--- src/rtl/trap_ctrl_pkg.sv ---
// Shared encodings for the machine-mode trap sequencer: FSM states, PC sources and cause codes.
// Pure definitions; no timing or flow control.
package trap_ctrl_pkg;

  localparam logic [1:0] ST_RESET       = 2'b00;
  localparam logic [1:0] ST_OPERATING   = 2'b01;
  localparam logic [1:0] ST_TRAP_TAKEN  = 2'b10;
  localparam logic [1:0] ST_TRAP_RETURN = 2'b11;

  localparam logic [1:0] PC_BOOT  = 2'b00;
  localparam logic [1:0] PC_EPC   = 2'b01;
  localparam logic [1:0] PC_TRAP  = 2'b10;
  localparam logic [1:0] PC_SEQ   = 2'b11;

  localparam logic [3:0] CAUSE_INSTR_MISALIGNED = 4'd0;
  localparam logic [3:0] CAUSE_ILLEGAL_INSTR    = 4'd2;
  localparam logic [3:0] CAUSE_BREAKPOINT       = 4'd3;
  localparam logic [3:0] CAUSE_LOAD_MISALIGNED  = 4'd4;
  localparam logic [3:0] CAUSE_STORE_MISALIGNED = 4'd6;
  localparam logic [3:0] CAUSE_ECALL_M          = 4'd11;

  localparam logic [3:0] IRQ_MSI = 4'd3;
  localparam logic [3:0] IRQ_MTI = 4'd7;
  localparam logic [3:0] IRQ_MEI = 4'd11;

  typedef struct packed {
    logic       valid;
    logic       i_or_e;
    logic [3:0] cause;
  } trap_req_t;

endpackage

--- src/rtl/trap_control_if.sv ---
// Event/enable inputs and CSR strobe outputs of the trap sequencer.
// slave = trap_control, master = the pipeline/CSR side driving events.
interface trap_control_if;
  logic       stall_in;
  logic       instr_misaligned_in;
  logic       illegal_instr_in;
  logic       ecall_in;
  logic       ebreak_in;
  logic       load_misaligned_in;
  logic       store_misaligned_in;
  logic       mret_in;
  logic       mie_in;
  logic       meie_in;
  logic       mtie_in;
  logic       msie_in;
  logic       meip_in;
  logic       mtip_in;
  logic       msip_in;

  logic       i_or_e_out;
  logic [3:0] cause_out;
  logic       set_cause_out;
  logic       set_epc_out;
  logic       mie_clear_out;
  logic       mie_set_out;
  logic       instret_inc_out;
  logic [1:0] pc_src_out;
  logic       flush_out;
  logic       trap_taken_out;

  modport master (
    output stall_in, instr_misaligned_in, illegal_instr_in, ecall_in, ebreak_in,
           load_misaligned_in, store_misaligned_in, mret_in,
           mie_in, meie_in, mtie_in, msie_in, meip_in, mtip_in, msip_in,
    input  i_or_e_out, cause_out, set_cause_out, set_epc_out, mie_clear_out,
           mie_set_out, instret_inc_out, pc_src_out, flush_out, trap_taken_out
  );

  modport slave (
    input  stall_in, instr_misaligned_in, illegal_instr_in, ecall_in, ebreak_in,
           load_misaligned_in, store_misaligned_in, mret_in,
           mie_in, meie_in, mtie_in, msie_in, meip_in, mtip_in, msip_in,
    output i_or_e_out, cause_out, set_cause_out, set_epc_out, mie_clear_out,
           mie_set_out, instret_inc_out, pc_src_out, flush_out, trap_taken_out
  );
endinterface

--- src/rtl/trap_priority_enc.sv ---
// Combinational trap priority encoder: enabled interrupts (MEI > MSI > MTI) beat exceptions.
// Zero latency, no state; cause is forced to 0 when nothing is selected.
module trap_priority_enc
  import trap_ctrl_pkg::*;
(
  input  logic      instr_misaligned,
  input  logic      illegal_instr,
  input  logic      ecall,
  input  logic      ebreak,
  input  logic      load_misaligned,
  input  logic      store_misaligned,
  input  logic      mie,
  input  logic      meie,
  input  logic      mtie,
  input  logic      msie,
  input  logic      meip,
  input  logic      mtip,
  input  logic      msip,
  output trap_req_t req
);

  always_comb begin
    req = '0;
    if (mie && meie && meip) begin
      req = '{valid: 1'b1, i_or_e: 1'b1, cause: IRQ_MEI};
    end else if (mie && msie && msip) begin
      req = '{valid: 1'b1, i_or_e: 1'b1, cause: IRQ_MSI};
    end else if (mie && mtie && mtip) begin
      req = '{valid: 1'b1, i_or_e: 1'b1, cause: IRQ_MTI};
    end else if (instr_misaligned) begin
      req = '{valid: 1'b1, i_or_e: 1'b0, cause: CAUSE_INSTR_MISALIGNED};
    end else if (illegal_instr) begin
      req = '{valid: 1'b1, i_or_e: 1'b0, cause: CAUSE_ILLEGAL_INSTR};
    end else if (ebreak) begin
      req = '{valid: 1'b1, i_or_e: 1'b0, cause: CAUSE_BREAKPOINT};
    end else if (ecall) begin
      req = '{valid: 1'b1, i_or_e: 1'b0, cause: CAUSE_ECALL_M};
    end else if (load_misaligned) begin
      req = '{valid: 1'b1, i_or_e: 1'b0, cause: CAUSE_LOAD_MISALIGNED};
    end else if (store_misaligned) begin
      req = '{valid: 1'b1, i_or_e: 1'b0, cause: CAUSE_STORE_MISALIGNED};
    end
  end

endmodule

--- src/rtl/trap_control.sv ---
// Machine-mode trap sequencer: FSM, boot counter and combinational CSR strobe / PC-source decode.
// Strobes are same-cycle; stall_in freezes the FSM in OPERATING and suppresses every strobe.
module trap_control
  import trap_ctrl_pkg::*;
#(
  parameter int BOOT_CYCLES = 1
) (
  input  logic          clk_in,
  input  logic          rst_in,
  trap_control_if.slave tc
);

  logic [1:0] state_q, state_d;
  logic [3:0] boot_cnt_q, boot_cnt_d;
  trap_req_t  req;

  logic       i_or_e;
  logic [3:0] cause;
  logic       set_cause;
  logic       set_epc;
  logic       mie_clear;
  logic       mie_set;
  logic       instret_inc;
  logic [1:0] pc_src;
  logic       flush;
  logic       trap_taken;

  trap_priority_enc u_prio (
    .instr_misaligned (tc.instr_misaligned_in),
    .illegal_instr    (tc.illegal_instr_in),
    .ecall            (tc.ecall_in),
    .ebreak           (tc.ebreak_in),
    .load_misaligned  (tc.load_misaligned_in),
    .store_misaligned (tc.store_misaligned_in),
    .mie              (tc.mie_in),
    .meie             (tc.meie_in),
    .mtie             (tc.mtie_in),
    .msie             (tc.msie_in),
    .meip             (tc.meip_in),
    .mtip             (tc.mtip_in),
    .msip             (tc.msip_in),
    .req              (req)
  );

  always_comb begin
    state_d     = state_q;
    boot_cnt_d  = boot_cnt_q;
    i_or_e      = 1'b0;
    cause       = 4'd0;
    set_cause   = 1'b0;
    set_epc     = 1'b0;
    mie_clear   = 1'b0;
    mie_set     = 1'b0;
    instret_inc = 1'b0;
    pc_src      = PC_SEQ;
    flush       = 1'b0;
    trap_taken  = 1'b0;

    case (state_q)
      ST_RESET: begin
        pc_src = PC_BOOT;
        flush  = 1'b1;
        if (boot_cnt_q == 4'(BOOT_CYCLES - 1)) begin
          state_d    = ST_OPERATING;
          boot_cnt_d = 4'd0;
        end else begin
          boot_cnt_d = boot_cnt_q + 4'd1;
        end
      end

      ST_OPERATING: begin
        if (!tc.stall_in) begin
          if (req.valid) begin
            // The trapping instruction is killed, so it never counts as retired.
            i_or_e     = req.i_or_e;
            cause      = req.cause;
            set_cause  = 1'b1;
            set_epc    = 1'b1;
            mie_clear  = 1'b1;
            trap_taken = 1'b1;
            flush      = 1'b1;
            pc_src     = PC_TRAP;
            state_d    = ST_TRAP_TAKEN;
          end else if (tc.mret_in) begin
            mie_set     = 1'b1;
            instret_inc = 1'b1;
            flush       = 1'b1;
            pc_src      = PC_EPC;
            state_d     = ST_TRAP_RETURN;
          end else begin
            instret_inc = 1'b1;
          end
        end
      end

      ST_TRAP_TAKEN: begin
        flush   = 1'b1;
        pc_src  = PC_TRAP;
        state_d = ST_OPERATING;
      end

      ST_TRAP_RETURN: begin
        flush   = 1'b1;
        pc_src  = PC_EPC;
        state_d = ST_OPERATING;
      end

      default: begin
        pc_src  = PC_BOOT;
        flush   = 1'b1;
        state_d = ST_RESET;
      end
    endcase
  end

  always_ff @(posedge clk_in or negedge rst_in) begin
    if (!rst_in) begin
      state_q    <= ST_RESET;
      boot_cnt_q <= 4'd0;
    end else begin
      state_q    <= state_d;
      boot_cnt_q <= boot_cnt_d;
    end
  end

  assign tc.i_or_e_out      = i_or_e;
  assign tc.cause_out       = cause;
  assign tc.set_cause_out   = set_cause;
  assign tc.set_epc_out     = set_epc;
  assign tc.mie_clear_out   = mie_clear;
  assign tc.mie_set_out     = mie_set;
  assign tc.instret_inc_out = instret_inc;
  assign tc.pc_src_out      = pc_src;
  assign tc.flush_out       = flush;
  assign tc.trap_taken_out  = trap_taken;

endmodule

--- src/flat_wrapper.sv ---
// flat-port wrapper written by rule: the top's interface ports become plain ports
module trap_control_flat import trap_ctrl_pkg::*;
#(
  parameter int BOOT_CYCLES = 1
)
  (clk_in, rst_in, tc_stall_in, tc_instr_misaligned_in, tc_illegal_instr_in, tc_ecall_in, tc_ebreak_in, tc_load_misaligned_in, tc_store_misaligned_in, tc_mret_in, tc_mie_in, tc_meie_in, tc_mtie_in, tc_msie_in, tc_meip_in, tc_mtip_in, tc_msip_in, tc_i_or_e_out, tc_cause_out, tc_set_cause_out, tc_set_epc_out, tc_mie_clear_out, tc_mie_set_out, tc_instret_inc_out, tc_pc_src_out, tc_flush_out, tc_trap_taken_out);
  trap_control_if tc_i ();
  input  logic clk_in;
  input  logic rst_in;
  input wire logic [$bits(tc_i.stall_in)-1:0] tc_stall_in;
  input wire logic [$bits(tc_i.instr_misaligned_in)-1:0] tc_instr_misaligned_in;
  input wire logic [$bits(tc_i.illegal_instr_in)-1:0] tc_illegal_instr_in;
  input wire logic [$bits(tc_i.ecall_in)-1:0] tc_ecall_in;
  input wire logic [$bits(tc_i.ebreak_in)-1:0] tc_ebreak_in;
  input wire logic [$bits(tc_i.load_misaligned_in)-1:0] tc_load_misaligned_in;
  input wire logic [$bits(tc_i.store_misaligned_in)-1:0] tc_store_misaligned_in;
  input wire logic [$bits(tc_i.mret_in)-1:0] tc_mret_in;
  input wire logic [$bits(tc_i.mie_in)-1:0] tc_mie_in;
  input wire logic [$bits(tc_i.meie_in)-1:0] tc_meie_in;
  input wire logic [$bits(tc_i.mtie_in)-1:0] tc_mtie_in;
  input wire logic [$bits(tc_i.msie_in)-1:0] tc_msie_in;
  input wire logic [$bits(tc_i.meip_in)-1:0] tc_meip_in;
  input wire logic [$bits(tc_i.mtip_in)-1:0] tc_mtip_in;
  input wire logic [$bits(tc_i.msip_in)-1:0] tc_msip_in;
  output wire logic [$bits(tc_i.i_or_e_out)-1:0] tc_i_or_e_out;
  output wire logic [$bits(tc_i.cause_out)-1:0] tc_cause_out;
  output wire logic [$bits(tc_i.set_cause_out)-1:0] tc_set_cause_out;
  output wire logic [$bits(tc_i.set_epc_out)-1:0] tc_set_epc_out;
  output wire logic [$bits(tc_i.mie_clear_out)-1:0] tc_mie_clear_out;
  output wire logic [$bits(tc_i.mie_set_out)-1:0] tc_mie_set_out;
  output wire logic [$bits(tc_i.instret_inc_out)-1:0] tc_instret_inc_out;
  output wire logic [$bits(tc_i.pc_src_out)-1:0] tc_pc_src_out;
  output wire logic [$bits(tc_i.flush_out)-1:0] tc_flush_out;
  output wire logic [$bits(tc_i.trap_taken_out)-1:0] tc_trap_taken_out;
  assign tc_i.stall_in = tc_stall_in;
  assign tc_i.instr_misaligned_in = tc_instr_misaligned_in;
  assign tc_i.illegal_instr_in = tc_illegal_instr_in;
  assign tc_i.ecall_in = tc_ecall_in;
  assign tc_i.ebreak_in = tc_ebreak_in;
  assign tc_i.load_misaligned_in = tc_load_misaligned_in;
  assign tc_i.store_misaligned_in = tc_store_misaligned_in;
  assign tc_i.mret_in = tc_mret_in;
  assign tc_i.mie_in = tc_mie_in;
  assign tc_i.meie_in = tc_meie_in;
  assign tc_i.mtie_in = tc_mtie_in;
  assign tc_i.msie_in = tc_msie_in;
  assign tc_i.meip_in = tc_meip_in;
  assign tc_i.mtip_in = tc_mtip_in;
  assign tc_i.msip_in = tc_msip_in;
  assign tc_i_or_e_out = tc_i.i_or_e_out;
  assign tc_cause_out = tc_i.cause_out;
  assign tc_set_cause_out = tc_i.set_cause_out;
  assign tc_set_epc_out = tc_i.set_epc_out;
  assign tc_mie_clear_out = tc_i.mie_clear_out;
  assign tc_mie_set_out = tc_i.mie_set_out;
  assign tc_instret_inc_out = tc_i.instret_inc_out;
  assign tc_pc_src_out = tc_i.pc_src_out;
  assign tc_flush_out = tc_i.flush_out;
  assign tc_trap_taken_out = tc_i.trap_taken_out;
  trap_control #(.BOOT_CYCLES(BOOT_CYCLES)) u_core (.clk_in(clk_in), .rst_in(rst_in), .tc(tc_i));
endmodule
--- config.mk ---
export PLATFORM = sky130hd
export DESIGN_NAME = trap_control_flat
export DESIGN_NICKNAME = d
export VERILOG_FILES = /design/src/rtl/trap_ctrl_pkg.sv /design/src/rtl/trap_control_if.sv /design/src/rtl/trap_priority_enc.sv /design/src/rtl/trap_control.sv /design/src/flat_wrapper.sv
export SDC_FILE = /design/constraint.sdc
export NUM_CORES = 1
export LEC_CHECK = 0
export ABC_CLOCK_PERIOD_IN_PS = 2750
export BUFFER_PORTS_ARGS = -buffer_cell sky130_fd_sc_hd__buf_2
export CAP_MARGIN = 10
export CORE_AREA = 2 2 39 41
export DETAILED_ROUTE_END_ITERATION = 8
export DIE_AREA = 0 0 41 43
export PLACE_DENSITY = 0.79
export SYNTH_ARGS = -nofsm -noshare
export SYNTH_HDL_FRONTEND = slang
export SYNTH_SLANG_ARGS = --single-unit
--- constraint.sdc ---
create_clock -name clk_in -period 2.75 [get_ports clk_in]
set_input_delay 0.55 -clock clk_in [delete_from_list [all_inputs] [get_ports clk_in]]
set_output_delay 0.55 -clock clk_in [all_outputs]
set_load 0.01 [all_outputs]
==> results by group <==
STA
  • Fin crit share: 92.64%
  • Worst-Margin Slew: 0.4999 ns
  • Setup_tns: 0 ns
  • Slew Limit Fails: 0
  • Worst Slack Setup Final: 0.2024 ns
  • Final hold vios: 0
  • Maximum clock rate: 392.5 MHz
  • Final setup violation count: 0
  • RSZ-0062 raised after global routing: no
  • Relative slew slack: 66.67%
  • Final Critical Period: 2.548 ns
  • Clk_skew: 0.0007314 ns

Clock network
  • Root Driver: clkbuf_4
  • Clk_lat worst skew: 0.24 ns
  • Total CTS buffers: 3
  • Clk sinks: 6
  • H-tree Lvls: 1
  • Post-CTS Setup Bufs: 0
  • Clock transition at path regs: 0.04 ns
  • CTS max path bufs: 2
  • CTS tree: done

Yosys
  • Number of synthesized flops with an enable pin: 0
  • Adder-cell share of the synthesized area: 4.608%
  • Synthesized area per cell: 8.105 µm²
  • Register area share after synthesis: 27.65%
  • Post-synthesis compound-gate area fraction: 26.27%
  • Gate Count Post-Synth: 67
  • Mapped Area: 543.0 µm²
  • Largest family of logic cells by synthesized area: simple AND/OR/NAND/NOR gates
  • Synthesized Nets: 86
  • Synth Area in Simple Gates: 29.03%
  • Synth cell types: 29
  • Proportion of synthesized area in mux cells: 1.843%
  • Asr flop ratio synth: 100.0%
  • Ys Warns: 0
  • Yosys top cell area share: 27.65%
  • Top post-synthesis cells by area: dfrtp_1 (28%), a2111oi_4 (5.1%), nor2_1 (4.8%)
  • Post-synth top flop: dfrtp_1
  • Synth Register Bits: 6
  • Synth Area in XOR/XNOR: 1.613%
  • Cell taking the most area after synthesis: dfrtp_1

Floorplanning
  • Die W: 41 µm
  • Die area: 1763 µm²
  • Starting Density: 39.24%
  • Die height: 43 µm
  • I/O pin cnt: 31
  • Row count: 14
  • Core area: 1384 µm²

Routing
  • DRT antenna net count: 0
  • Drt via density: 5.134
  • Pre-antenna DRT Iters: 4
  • DRC Markers: 0
  • DRT iter0 DRCs: 2
  • Final wirelength: 1252 µm
  • Via Count: 575
  • WL per Instance: 11.18 µm

Global route
  • Largest net degree at the start of global routing: 9
  • GR Util met2: 29.06%
  • Vias in the first global route: 487
  • Met3 usage: 1.571%
  • Total GRT Usage: 15.20%
  • Busiest grt layer: met2
  • M1 GR Usage: 14.90%
  • Initial antenna violation count: 0
  • First-pass GRT wire length: 1821 µm
  • Overflow after GRT: 0

Worst hold path
  • Hold WC Path Type: in2async

Worst setup path
  • Worst EP required: 2.20 ns
  • Startpoint types: primary input
  • Worst R2R Setup Slack: 1.51 ns
  • Crit path kind: in2out
  • CP max FO: 8
  • Reg2reg end: u_core.state_q[0]$_DFFE_PN0P_
  • Worst R2R Start: u_core.state_q[1]$_DFFE_PN0P_
  • Crit path arrival time: 2.00 ns
  • Crit. End Element: primary output
  • FF-to-FF path depth: 3

Cells and area
  • Share of layout cells above drive strength 1: 38.54%
  • Commonest non-fill, non-tap cells in the layout: buf_2 (30), nor2_1 (7), inv_1 (6), dfrtp_1 (6), o21ai_0 (5)
  • Final #Nets: 117
  • Antenna Diode Count: 0
  • Most common cell after layout, fill and taps aside: buf_2
  • Area Overhead vs Synth: 30.65%
  • Non-Filler Instances: 112
  • Fill cell count: 140

Placed design
  • Worst slack, placed: 0.08090 ns
  • GPL Wtd Cong: 0.7324
  • Port bufs: 30
  • DP Cell Count: 109

Power
  • Design Power: 254.8 µW
  • P_leak: 0.0003593 µW
  • Pwr/cell area: 359.1 nW/µm²
  • VDD IR max: 181.9 µV

Run status
  • Status: finished, final reports clean

Flow run
  • Max-cap viol count: 0
## per-layer routing
layer  wire length [µm]  part of all wire (%)  vias up
met1                502                    40      258
met5                  0                     0        -
met2                658                    53       21
li1                   -                     -      296
met3                 91                   7.3        0
met4                  0                     0        0
## power breakdown
group	switching (µW)	internal (µW)	leakage, µW	total, µW
registers	3.26	91.8	0.0000791	95.0
logic	46.9	35.7	0.000266	82.6
clock network	28.0	49.1	0.0000138	77.1
total	78.2	177	0.000359	255
## critical path, cell delays in order
cell and delay, ns:
buf_2 0.12, or4_4 0.57, a2111oi_4 0.41, and3_1 0.22
buf_2 0.12
## through the flow
stage | hold slack [ns] | util, % | instance area, µm²
after detailed placement | 0.3812 | 49.64 | 686.9
after global routing | 0.1278 | 51.27 | 709.4
after floorplan | 0.2544 | - | 543.0
final | 0.1296 | 51.27 | 709.4
after CTS | 0.1240 | 51.27 | 709.4
after global placement | 0.3771 | 49.64 | 686.9
## how the worst max path moves through the flow
stage	from	to	slack, ns	depth (start not counted)
after global routing	tc_ecall_in	tc_set_epc_out	0.11	5
final	tc_ecall_in	tc_mie_set_out	0.20	5
after CTS	tc_ecall_in	tc_mie_set_out	0.08	5
after floorplan	tc_ecall_in	tc_set_cause_out	0.27	4
after global placement	tc_ecall_in	tc_mie_set_out	0.12	5
after detailed placement	tc_ecall_in	tc_mie_set_out	0.08	5
## state kept, by name, summed over array words and instances (netlist names)
| signal | cells |
|---|---|
| u_core.state_q | 2 |
| u_core.boot_cnt_q | 4 |
## synthesized netlist by cell type (all sizes together), types with 2 or more instances
cell type	n
buf	3
nand4	2
a21oi	3
or2	2
nand3	3
inv	6
o21ai	5
dfrtp	6
nor2	7
nor2b	3
nand2b	4
and3	2
a211oi	2
nand2	3
ha	2
## final cells by class
cell class / count / area [µm²] / share of cell area (%)
Multi-Input combinational cell: 51 / 344.1 / 48.50
Inverter: 6 / 22.52 / 3.175
Sequential cell: 6 / 150.1 / 21.16
Clock buffer: 3 / 22.52 / 3.175
Tap cell: 16 / 20.02 / 2.822
Timing Repair Buffer: 30 / 150.1 / 21.16
## repair_timing
| action | CTS | global route |
|---|---|---|
| gates resized for setup | 0 | 0 |
| endpoints found under the setup margin | 0 | 5 |
| hold buffers | 0 | 0 |
## cell families after synthesis
group,Yosys count
adders and majority gates,2
xor gates and xnor gates,1
and+or+nand+nor,29
AOI/OAI and AO/OA,18
DFF,6
buffers and inverters,10
muxes,1
No activity file was read; power rests on OpenSTA's default activity.
